File: config.mk
export PLATFORM = sky130hd
export DESIGN_NAME = muldiv_sequencer
export DESIGN_NICKNAME = d
export VERILOG_FILES = /design/src/rtl/muldiv_sequencer_pkg.sv /design/src/rtl/muldiv_step.sv /design/src/rtl/muldiv_sequencer.sv
export SDC_FILE = /design/constraint.sdc
export NUM_CORES = 1
export LEC_CHECK = 0
export CORE_MARGIN = 10
export CORE_UTILIZATION = 50
export DETAILED_ROUTE_END_ITERATION = 16
export PLACE_DENSITY = 0.72
export SETUP_SLACK_MARGIN = 0.05
export SLEW_MARGIN = 20
export SYNTH_ARGS = -nofsm -noshare
export SYNTH_HDL_FRONTEND = slang
export SYNTH_SLANG_ARGS = --single-unit
File: constraint.sdc
create_clock -name Clk -period 4.5 [get_ports Clk]
set_input_delay 0.45 -clock Clk [delete_from_list [all_inputs] [get_ports Clk]]
set_output_delay 0.45 -clock Clk [all_outputs]
set_load 0.005 [all_outputs]
File: src/rtl/muldiv_sequencer_pkg.sv
// Shared encodings for the iterative MIPS multiply/divide unit.
package muldiv_sequencer_pkg;

    // Instruction sub-opcode as presented by the EX stage.
    typedef enum logic [1:0] {
        OP_MULT  = 2'b00,
        OP_MULTU = 2'b01,
        OP_DIV   = 2'b10,
        OP_DIVU  = 2'b11
    } op_e;

    // Sequencer states.
    typedef enum logic [1:0] {
        S_IDLE = 2'b00,
        S_RUN  = 2'b01,
        S_FIX  = 2'b10,
        S_DONE = 2'b11
    } state_e;

    function automatic logic is_div_op(input logic [1:0] op);
        return (op == OP_DIV) || (op == OP_DIVU);
    endfunction

    function automatic logic is_signed_op(input logic [1:0] op);
        return (op == OP_MULT) || (op == OP_DIV);
    endfunction

endpackage

File: src/rtl/muldiv_step.sv
// One iteration of the shared multiply/divide datapath.
// The accumulator's low half holds the multiplier (shifted out at the right)
// or the dividend/quotient (shifted out at the left, quotient bits in from the right).
module muldiv_step #(
    parameter int WIDTH = 32
) (
    input  logic [2*WIDTH-1:0] acc,
    input  logic [WIDTH-1:0]   operand,
    input  logic               div_mode,
    output logic [2*WIDTH-1:0] acc_next
);

    logic [WIDTH:0] add_sum;
    logic [WIDTH:0] trial;

    // Shift-add for multiply, restoring trial-subtract for divide.
    always_comb begin
        add_sum = {1'b0, acc[2*WIDTH-1:WIDTH]} + (acc[0] ? {1'b0, operand} : {(WIDTH+1){1'b0}});
        // Remainder shifted left by one keeps the bit that falls out of the top,
        // so the trial works on WIDTH+1 bits and the borrow is the top bit.
        trial = acc[2*WIDTH-1:WIDTH-1] - {1'b0, operand};
        if (div_mode) begin
            if (trial[WIDTH]) begin
                acc_next = {acc[2*WIDTH-2:0], 1'b0};
            end else begin
                acc_next = {trial[WIDTH-1:0], acc[WIDTH-2:0], 1'b1};
            end
        end else begin
            acc_next = {add_sum, acc[WIDTH-1:1]};
        end
    end

endmodule

File: src/rtl/muldiv_sequencer.sv
// Multi-cycle MULT/MULTU/DIV/DIVU unit with private HI/LO registers.
// Works on magnitudes for WIDTH cycles, then applies sign correction in one
// FIX cycle and writes HI/LO. Stalls the pipeline while an op is in flight
// and the EX/ID stages want HI/LO or want to start another op.
module muldiv_sequencer
    import muldiv_sequencer_pkg::*;
#(
    parameter int WIDTH = 32
) (
    input  logic             Clk,
    input  logic             Reset,
    input  logic             start,
    input  logic [1:0]       op,
    input  logic [WIDTH-1:0] rs_val,
    input  logic [WIDTH-1:0] rt_val,
    input  logic             hilo_read,
    input  logic             hi_wr,
    input  logic             lo_wr,
    input  logic [WIDTH-1:0] wr_data,
    output logic [WIDTH-1:0] hi_out,
    output logic [WIDTH-1:0] lo_out,
    output logic             busy,
    output logic             done,
    output logic             stall
);

    localparam int CW = $clog2(WIDTH + 1);

    state_e             state_reg;
    logic [1:0]         op_reg;
    logic [2*WIDTH-1:0] acc_reg;
    logic [2*WIDTH-1:0] acc_next;
    logic [WIDTH-1:0]   opnd_reg;
    logic               sign_a_reg;
    logic               sign_b_reg;
    logic [CW-1:0]      count_reg;
    logic [WIDTH-1:0]   hi_reg;
    logic [WIDTH-1:0]   lo_reg;
    logic               busy_reg;
    logic               done_reg;

    logic               in_signed;
    logic               in_div;
    logic [WIDTH-1:0]   mag_rs;
    logic [WIDTH-1:0]   mag_rt;

    logic [2*WIDTH-1:0] prod_fix;
    logic [WIDTH-1:0]   quot_fix;
    logic [WIDTH-1:0]   rem_fix;

    muldiv_step #(.WIDTH(WIDTH)) u_step (
        .acc      (acc_next_src()),
        .operand  (opnd_reg),
        .div_mode (is_div_op(op_reg)),
        .acc_next (acc_next)
    );

    function automatic logic [2*WIDTH-1:0] acc_next_src();
        return acc_reg;
    endfunction

    // Operand magnitudes at op entry; the most negative value negates to
    // itself, which read as unsigned is exactly 2^(WIDTH-1).
    always_comb begin
        in_signed = is_signed_op(op);
        in_div    = is_div_op(op);
        mag_rs    = (in_signed && rs_val[WIDTH-1]) ? -rs_val : rs_val;
        mag_rt    = (in_signed && rt_val[WIDTH-1]) ? -rt_val : rt_val;
    end

    // Sign correction applied during FIX. Sign flags are only ever set for
    // signed ops, so unsigned results pass straight through.
    // A zero divisor leaves remainder == |dividend|, which after sign
    // restoration is the raw dividend; only the quotient needs overriding.
    always_comb begin
        prod_fix = (sign_a_reg ^ sign_b_reg) ? -acc_reg : acc_reg;
        quot_fix = (sign_a_reg ^ sign_b_reg) ? -acc_reg[WIDTH-1:0] : acc_reg[WIDTH-1:0];
        rem_fix  = sign_a_reg ? -acc_reg[2*WIDTH-1:WIDTH] : acc_reg[2*WIDTH-1:WIDTH];
        if (opnd_reg == '0) begin
            quot_fix = '1;
        end
    end

    // Sequencer FSM, iteration counter and HI/LO registers.
    always_ff @(posedge Clk) begin
        if (Reset) begin
            state_reg  <= S_IDLE;
            op_reg     <= 2'b00;
            acc_reg    <= '0;
            opnd_reg   <= '0;
            sign_a_reg <= 1'b0;
            sign_b_reg <= 1'b0;
            count_reg  <= '0;
            hi_reg     <= '0;
            lo_reg     <= '0;
            busy_reg   <= 1'b0;
            done_reg   <= 1'b0;
        end else begin
            done_reg <= 1'b0;
            case (state_reg)
                S_IDLE, S_DONE: begin
                    if (start) begin
                        // Start wins over a same-cycle MTHI/MTLO.
                        state_reg  <= S_RUN;
                        busy_reg   <= 1'b1;
                        op_reg     <= op;
                        count_reg  <= CW'(WIDTH);
                        sign_a_reg <= in_signed & rs_val[WIDTH-1];
                        sign_b_reg <= in_signed & rt_val[WIDTH-1];
                        if (in_div) begin
                            acc_reg  <= {{WIDTH{1'b0}}, mag_rs};
                            opnd_reg <= mag_rt;
                        end else begin
                            acc_reg  <= {{WIDTH{1'b0}}, mag_rt};
                            opnd_reg <= mag_rs;
                        end
                    end else begin
                        state_reg <= S_IDLE;
                        if (hi_wr) begin
                            hi_reg <= wr_data;
                        end
                        if (lo_wr) begin
                            lo_reg <= wr_data;
                        end
                    end
                end
                S_RUN: begin
                    acc_reg   <= acc_next;
                    count_reg <= count_reg - CW'(1);
                    if (count_reg == CW'(1)) begin
                        state_reg <= S_FIX;
                    end
                end
                S_FIX: begin
                    if (is_div_op(op_reg)) begin
                        hi_reg <= rem_fix;
                        lo_reg <= quot_fix;
                    end else begin
                        hi_reg <= prod_fix[2*WIDTH-1:WIDTH];
                        lo_reg <= prod_fix[WIDTH-1:0];
                    end
                    state_reg <= S_DONE;
                    busy_reg  <= 1'b0;
                    done_reg  <= 1'b1;
                end
                default: begin
                    state_reg <= S_IDLE;
                    busy_reg  <= 1'b0;
                end
            endcase
        end
    end

    assign hi_out = hi_reg;
    assign lo_out = lo_reg;
    assign busy   = busy_reg;
    assign done   = done_reg;
    assign stall  = busy_reg & (start | hilo_read | hi_wr | lo_wr);

endmodule
-- Word-level counts from Yosys, hierarchy flattened
Index checks and enable logic that the tools add are counted.
- flip-flop bits (word level): 174
- word-level logic and storage cells: 84
- add/sub/neg operators: 8
- equal/unequal tests: 13
- multiplexer cells: 29
- bitwise gates (word level): 7
- reduce and logical (&&, ||, !) cells: 16
- operator list (cell ; count):
    32-bit two-way mux ; 14
    64-bit two-way mux ; 4
    32-bit negator ; 4
    32-bit case mux with 2 select lines ; 2
    64-bit case mux with 2 select lines ; 1
    64-bit negator ; 1
    32-bit by 33-bit adder with 33-bit output ; 1
    33-bit by 32-bit subtractor with 33-bit output ; 1
    32-bit zero test ; 1
    2-bit equality test, second input constant ; 6
    6-bit case mux with 2 select lines ; 1
    2-bit != test, second input constant ; 5
    6-bit by 1-bit equality test with 1-bit output, second input constant ; 1
    6-bit two-way mux ; 1
    2-bit case mux with 3 select lines ; 1
    2-bit AND reduction ; 3
    3-bit AND reduction ; 2
    6-bit by 1-bit subtractor with 6-bit output, second input constant ; 1
    2-bit zero test ; 2
    2-bit nonzero test ; 2
    1-bit AND ; 3
    1-bit logical OR ; 3
    1-bit two-way mux ; 3
    1-bit bitwise OR ; 3
    other kinds (6) ; 7

-- Longest topological paths before layout
Gate-level depths: netlist (run 1).
- depth in word-level cells: 7
- depth in mapped cells: 14
- gate-level depth less buffers: 13

-- Modules after synthesis
Synthesis (run 1) repeated with hierarchy kept, for this count alone.
- cell total of the unflattened synthesis: 2080
- area total of the unflattened synthesis: 15496.1 µm²
- modules (own cells, without submodules) (module ; instances ; cells an instance ; area an instance (µm²) ; seq. area each (µm²)):
    muldiv_sequencer ; 1 ; 1416 ; 10915.5 ; 3463.3
    muldiv_step ; 1 ; 664 ; 4580.6 ; 0.0

-- Worst setup path after synthesis (run 1)
Ideal clock, no wire load.
- path kind: register to register
- start point: register acc_reg[32]
- end point: register acc_reg[33]
- arrival time: 3197 ps
- required time: 4368 ps
- slack: 1171 ps
- stages on the path, launching flop included: 14
- clock period less this slack: 3329 ps
- path through: dfxtp_1 clkbuf_1 inv_1 fa_1 nand2b_1 a21o_1 and4_1 o21a_1 o31ai_2 a41o_1 clkbuf_1 nor3_1 o311ai_0 a21oi_1
- word-level cells in the longest chain between the ends: 4
- elaborated cells between the ends (all ways): 5
- classes of those cells: add/sub (2); mux (3)
- ends and longest elaborated chain (what ; RTL line ; source):
    from (decl) ; muldiv_sequencer.sv:31 ; logic [2*WIDTH-1:0] acc_reg;
    from (signal assigned) ; muldiv_sequencer.sv:111 ; acc_reg <= {{WIDTH{1'b0}}, mag_rs};
    from (signal assigned) ; muldiv_sequencer.sv:114 ; acc_reg <= {{WIDTH{1'b0}}, mag_rt};
    from (signal assigned) ; muldiv_sequencer.sv:128 ; acc_reg <= acc_next;
    33-bit by 32-bit subtractor with 33-bit output ; muldiv_step.sv:21 ; trial = acc[2*WIDTH-1:WIDTH-1] - {1'b0, operand};
    64-bit two-way mux ; muldiv_step.sv:23 ; if (trial[WIDTH]) begin
    64-bit two-way mux * ; muldiv_step.sv:22 ; if (div_mode) begin
    64-bit case mux with 2 select lines * ; muldiv_sequencer.sv:100 ; case (state_reg)
Every way passes the cells marked *; elsewhere a longest branch is shown, timed or not.
A chain may end at the register's enable or synchronous reset.

-- Final worst setup path (run 1)
- start point: register acc_reg[0]
- end point: register acc_reg[61]
- word-level cells in the longest chain between the ends: 4
- ends and longest elaborated chain (what ; RTL line ; source):
    32-bit two-way mux ; muldiv_step.sv:18 ; add_sum = {1'b0, acc[2*WIDTH-1:WIDTH]} + (acc[0] ? {1'b0, operand} : {(WIDTH+1){1'b0}});
    32-bit by 33-bit adder with 33-bit output ; muldiv_step.sv:18 ;
    64-bit two-way mux ; muldiv_step.sv:22 ;
    64-bit case mux with 2 select lines ; muldiv_sequencer.sv:100 ;
Every way passes these cells.

==> impl_metrics.env, run 1 <==
export IMPL_outcome="complete, no violations"
export IMPL_reg2reg_depth=14
export IMPL_nets=2289
export IMPL_rows=63
export IMPL_ys_flop_type="dfxtp_1"
export IMPL_rsz0062_at_grt="no"
export IMPL_drt_pass1_iterations=6
export IMPL_ys_types=87
export IMPL_p_comb_share_pct=54.9
export IMPL_cts_resized=0
export IMPL_overflow=0
export IMPL_p_sw_w=0.00405
export IMPL_irDropWorstVdd_mv=0.473
export IMPL_fin_worst_skew_ns=0.0164
export IMPL_min_period_ns=3.82
export IMPL_cp_required_ns=4.89
export IMPL_die_area_um2=37000
export IMPL_p_leak_nw=6.78
export IMPL_post_cts_buffers=0
export IMPL_chipHeight_um=192
export IMPL_fin_ws_ns=0.680
export IMPL_seq_area_frac_synth_pct=23.3
export IMPL_relSlewSlack_pct=35.6
export IMPL_port_buffers=170
export IMPL_seqPwrFrac_pct=27.5
export IMPL_cts_buffers=17
export IMPL_num_vias=15800
export IMPL_hold_violations=0
export IMPL_synthesis_nets=2185
export IMPL_synthArstFlopShare_pct=0
export IMPL_finalWirelength_mm=54.4
export IMPL_crit_path_end_kind="register"
export IMPL_place_ws_ns=0.598
export IMPL_cp_depth=14
export IMPL_cpMostUsedCell="buf_4"
export IMPL_drt_first_iter_violations=1560
export IMPL_hold_buffers=0
export IMPL_slew_viol_final=0
export IMPL_io_pins=171
export IMPL_grt_pass1_wl_mm=83.8
export IMPL_synth_top_cell_area_share_pct=23.3
export IMPL_p_int_w=0.00460
export IMPL_postRouteAntennaNets=0
export IMPL_cpPeakStageDelay_ns=0.41
export IMPL_post_route_period_util_pct=84.9
export IMPL_arrival_ns=4.21
export IMPL_placed_area_um2=16800
export IMPL_critPathKind="register to register"
export IMPL_tns_ns=0
export IMPL_yosysMostFrequentCell="nor2_1"
export IMPL_powerDensity_nw_per_um2=497
export IMPL_postSynthRegisterBits=173
export IMPL_place_hpwl_mm=42.5
export IMPL_synth_edf_count=0
export IMPL_cp_cell_sequence="inv_1, buf_4, nor2_1, ha_1, nand2_1, and3_1, a221o_1, o31ai_1, buf_4, a311o_1, a21oi_1, o311ai_1, mux2i_1, and3b_1"
export IMPL_initial_utilization_pct=50.3
export IMPL_viasPerCell=6.27
export IMPL_pwr_share_clk_pct=17.6
export IMPL_core_um2=29500
export IMPL_yosys_area_top_type="dfxtp_1"
export IMPL_fmax_mhz=262
export IMPL_crit_path_max_fanout=24
export IMPL_syn_area_um2=14800
export IMPL_clk_path_buf_depth=2
export IMPL_cts_tree="built"
export IMPL_grt_max_degree=86
export IMPL_min_delay_path_class="register to register"
export IMPL_gp_congestion=0.996
export IMPL_clockRootBuffer="clkbuf_16"
export IMPL_max_slew_worst_pin_slew_ns=0.964
export IMPL_ys_top_cells_by_count="nor2_1, a21oi_1, nand2_1"
export IMPL_synth_area_per_cell_um2=7.39
export IMPL_grt_pass1_vias=14900
export IMPL_grt_use_total_pct=28.6
export IMPL_wire_per_inst_um=21.6
export IMPL_htree_levels=4
export IMPL_stdcell_area_um2=17400
export IMPL_clock_latency_ns=0.45
export IMPL_final_layout_size_suffix_gt1_share_pct=6.45
export IMPL_fillers=2794
export IMPL_areaGrowthSynthToFinish_pct=17.2
export IMPL_cts_clk_slew_worst_paths_ns=0.08
export IMPL_die_x_um=192
export IMPL_swShare_pct=46.8
export IMPL_yosysWarnings=0
export IMPL_clock_sinks=173
export IMPL_drv_cap=0
export IMPL_drc_errors=0
export IMPL_critPathBufInv=3
export IMPL_antenna_found_initial=1
export IMPL_critPathSlowestCell="dfxtp_1"
export IMPL_largest_reg_flops=64
export IMPL_setup_viol=0
export IMPL_holdPathStages=1
export IMPL_start_kind="register"
export IMPL_critPathTopFamily="compound AO/OA/AOI/OAI gates"
export IMPL_netlist_instances=2007
export IMPL_synth_area_leaders="dfxtp_1, a21oi_1, ha_1"
==> power by group through the flow <==
stage          Sequential [W]  Clock (W)  Combinational (W)
2_1_floorplan         0.00225          0            0.00318
3_3_place_gp          0.00238          0            0.00460
3_5_place_dp          0.00240          0            0.00465
4_1_cts               0.00237    0.00152            0.00467
5_1_grt               0.00243    0.00158            0.00517
6_report              0.00238    0.00152            0.00475
==> per-stage QoR <==
step | hold slack (ns) | total power [W] | util, % | std cells
after floorplan | 0.444 | 0.00542 | - | 2007
after global placement | 0.435 | 0.00698 | 57.0 | 2482
after detailed placement | 0.440 | 0.00705 | 57.0 | 2482
after CTS | 0.452 | 0.00856 | 59.0 | 2514
after global routing | 0.470 | 0.00918 | 59.0 | 2514
final | 0.454 | 0.00865 | 59.0 | 2515
==> area by class of cell <==
cell class	instances	area, µm²	share of cell area [%]
diodes	1	2.50	0.0144
multi-input cells	1636	10600	60.8
inverters	72	270	1.55
flip-flops and latches	173	3460	19.9
clock buffers	18	439	2.53
clock inverters	14	148	0.849
repair buffers	211	2000	11.5
well taps	390	488	2.81
==> cells in the final DEF, fill, tap and decap left out, types with 7 or more instances in the layout <==
| cell | Yosys | routed |
|---|---|---|
| o21ai_0 | 128 | 128 |
| nand2b_1 | 21 | 21 |
| and3_1 | 10 | 10 |
| o41ai_1 | 14 | 14 |
| o31ai_1 | 26 | 24 |
| ha_1 | 72 | 70 |
| clkdlybuf4s50_1 | 0 | 168 |
| mux2i_1 | 52 | 52 |
| xnor2_1 | 91 | 90 |
| clkbuf_16 | 0 | 17 |
| mux2_2 | 25 | 25 |
| inv_6 | 0 | 7 |
| and2_1 | 10 | 9 |
| nor2_1 | 235 | 234 |
| nand4_1 | 13 | 13 |
| o211ai_1 | 23 | 23 |
| buf_4 | 0 | 42 |
| a21oi_1 | 195 | 194 |
| a211oi_1 | 77 | 77 |
| nor3_1 | 63 | 63 |
| nor4_1 | 22 | 22 |
| nand2_1 | 189 | 189 |
| a311oi_1 | 8 | 8 |
| or3_1 | 20 | 20 |
| o21a_1 | 12 | 12 |
| nor2b_1 | 14 | 14 |
| a211o_1 | 8 | 8 |
| nand3_1 | 27 | 27 |
| xor2_1 | 76 | 76 |
| a31oi_1 | 19 | 19 |
| a22o_1 | 7 | 7 |
| o221ai_1 | 28 | 28 |
| inv_1 | 70 | 70 |
| dfxtp_1 | 173 | 172 |
| a22oi_1 | 17 | 17 |
| or4_1 | 10 | 10 |
| a21o_1 | 34 | 34 |
==> final timing paths <==
path / from / to / slack, ns
worst min-delay path: hi_out[22] / hi_out[22] / 0.45
worst min register to register: hi_out[22] / hi_out[22] / 0.45
worst max register to register: acc_reg[0] / acc_reg[61] / 0.68
worst max-delay path: acc_reg[0] / acc_reg[61] / 0.68
==> layer usage <==
layer	routed length [µm]	vias up	part of all wire, %	track usage [%]
li1	-	7529	-	-
met1	23300	7471	43	37.0
met2	24900	653	46	46.0
met3	3570	126	6.6	3.94
met4	2610	2	4.8	13.4
met5	13	-	0.024	0
==> cells by family after synthesis <==
kind of cell    synth area share, %
compound gates                 28.5
xor+xnor                       9.86
fa+ha+maj                      6.34
buf+inv                        5.57
flops                          23.3
mux                            5.41
simple gates                   21.0
Power figures use the tool's default switching activity.
==> run 2: changes to the inputs <==
--- a/config.mk
+++ b/config.mk
@@ -8,7 +8,7 @@
 export CORE_MARGIN = 10
 export CORE_UTILIZATION = 50
 export DETAILED_ROUTE_END_ITERATION = 16
-export PLACE_DENSITY = 0.72
+export PLACE_DENSITY = 0.75
 export SETUP_SLACK_MARGIN = 0.05
 export SLEW_MARGIN = 20
 export SYNTH_ARGS = -nofsm -noshare
==> constraint.sdc (replaced) <==
create_clock -name Clk -period 3.3 [get_ports Clk]
set_input_delay 0.33 -clock Clk [delete_from_list [all_inputs] [get_ports Clk]]
set_output_delay 0.33 -clock Clk [all_outputs]
set_load 0.005 [all_outputs]
==> run 2 against run 1 <==
- wire length is 9.0% higher
- total power is 44% higher
- global-route usage is 2.6 points higher
- hold slack worse by 0.19 ns
- cell count is 5.1% higher
- count of clock-buffer cells in the layout is 6 higher
==> impl_metrics.env, run 2 (synthesis gave the netlist of run 1 again) <==
export IMPL_clock_latency_ns=0.45
export IMPL_cts_tree="built"
export IMPL_antenna_found_initial=0
export IMPL_fillers=2710
export IMPL_grt_pass1_wl_mm=89.6
export IMPL_cts_buffers=17
export IMPL_largest_reg_flops=64
export IMPL_core_um2=29500
export IMPL_cts_clk_slew_worst_paths_ns=0.07
export IMPL_htree_levels=4
export IMPL_fin_worst_skew_ns=0.0155
export IMPL_finalWirelength_mm=59.3
export IMPL_initial_utilization_pct=50.3
export IMPL_drt_pass1_iterations=6
export IMPL_viasPerCell=6.19
export IMPL_start_kind="register"
export IMPL_fmax_mhz=310
export IMPL_cp_required_ns=3.67
export IMPL_max_slew_worst_pin_slew_ns=0.954
export IMPL_chipHeight_um=192
export IMPL_final_common_cell="nor2_1"
export IMPL_rsz0062_at_grt="yes"
export IMPL_place_ws_ns=-0.0728
export IMPL_critPathBufInv=3
export IMPL_rrSetupSlack_ns=0.08
export IMPL_crit_path_max_fanout=9
export IMPL_relSlewSlack_pct=36.2
export IMPL_place_hpwl_mm=47.0
export IMPL_arrival_ns=3.60
export IMPL_num_vias=16400
export IMPL_postRouteAntennaNets=0
export IMPL_critPathKind="register to register"
export IMPL_final_layout_size_suffix_gt1_share_pct=12.6
export IMPL_drt_first_iter_violations=1852
export IMPL_critPathSlowestCell="fa_2"
export IMPL_cp_cell_sequence="buf_4, ha_2, fa_2, nand2b_4, a21o_1, and4_1, o21a_2, o31ai_4, buf_6, o31a_1, nand2_4, buf_4, o31a_1, o221ai_1"
export IMPL_n_antenna_cell=0
export IMPL_overflow=0
export IMPL_drv_cap=0
export IMPL_crit_path_end_kind="register"
export IMPL_slew_viol_final=0
export IMPL_tns_ns=0
export IMPL_fin_util_pct=62.8
export IMPL_wire_per_inst_um=22.4
export IMPL_drc_errors=0
export IMPL_die_area_um2=37000
export IMPL_irDropWorstVdd_mv=0.770
export IMPL_powerDensity_nw_per_um2=674
export IMPL_outcome="complete, no violations"
export IMPL_areaGrowthSynthToFinish_pct=24.8
export IMPL_final_cell_mix="nor2_1, a21oi_1, nand2_1"
export IMPL_grt_max_degree=86
export IMPL_gp_congestion=0.999
export IMPL_fin_ws_ns=0.0770
export IMPL_die_x_um=192
export IMPL_hold_violations=0
export IMPL_cpPeakStageDelay_ns=0.38
export IMPL_port_buffers=170
export IMPL_post_route_period_util_pct=97.7
export IMPL_p_leak_nw=7.46
export IMPL_clock_sinks=173
export IMPL_min_delay_path_class="primary input to register"
export IMPL_clockRootBuffer="clkbuf_16"
export IMPL_clk_path_buf_depth=2
export IMPL_grt_use_total_pct=31.2
export IMPL_whs_ns=0.259
export IMPL_critPathTopFamily="compound AO/OA/AOI/OAI gates"
export IMPL_rows=63
export IMPL_io_pins=171
export IMPL_nets=2419
export IMPL_min_period_ns=3.22
export IMPL_grt_pass1_vias=15400
export IMPL_setup_viol=0
## run 2: worst paths after layout
path / startpoint / end / cells past startpoint
setup / recovery: opnd_reg[0] / acc_reg[39] / 14
hold reg to reg: lo_out[9] / lo_out[9] / 2
setup reg to reg: opnd_reg[0] / acc_reg[39] / 14
hold / removal: Reset / done / 2
## run 2: cell type report
type,count,area [µm²],area share (%)
clock buffer,24,482,2.60
clock inverter,8,104,0.561
inverter,72,273,1.47
multi-input combinational,1636,10700,57.8
sequential,173,3470,18.7
tap,390,488,2.64
timing repair buffer,341,3010,16.2
## run 2: timing repair
| action | in CTS | in global routing |
|---|---|---|
| setup endpoints to repair | 11 | 35 |
| pin swaps | 1 | 16 |
| setup buffers | 0 | 8 |
| resized for setup | 4 | 33 |
| hold buffers | 0 | 0 |
## run 2: power by group
| part | total, W | switching (W) | leakage, nW | internal (W) |
|---|---|---|---|---|
| Clock | 0.00209 | 0.000907 | 0.286 | 0.00118 |
| Sequential | 0.00313 | 0.000504 | 1.42 | 0.00263 |
| Combinational | 0.00726 | 0.00434 | 5.76 | 0.00292 |
## run 2: worst register-to-register path: cells and delay by family, from the launching register on
kind / cells / cell delay [ns]
AO/OA/AOI/OAI: 6 / 1.34
adder cells (fa/ha/maj): 2 / 0.56
AND/OR/NAND/NOR: 3 / 0.48
buffers and inverters: 3 / 0.45
flip-flops: 1 / 0.31
## run 2: per-layer routing
layer  part of all wire, %  vias to the layer above  track usage [%]
met1                    41                     7669             39.8
met5                     0                        -                0
met2                    45                      802             49.6
met3                   8.9                      134             6.88
li1                      -                     7769                -
met4                   4.2                        0             13.0
## run 2: metrics by stage
| step | cells | total power [W] | instance area, µm² |
|---|---|---|---|
| after detailed placement | 2604 | 0.0101 | 17700 |
| after global routing | 2644 | 0.0132 | 18500 |
| after floorplan | 2007 | 0.00741 | 14800 |
| after global placement | 2604 | 0.00999 | 17700 |
| final | 2644 | 0.0125 | 18500 |
| after CTS | 2636 | 0.0122 | 18300 |
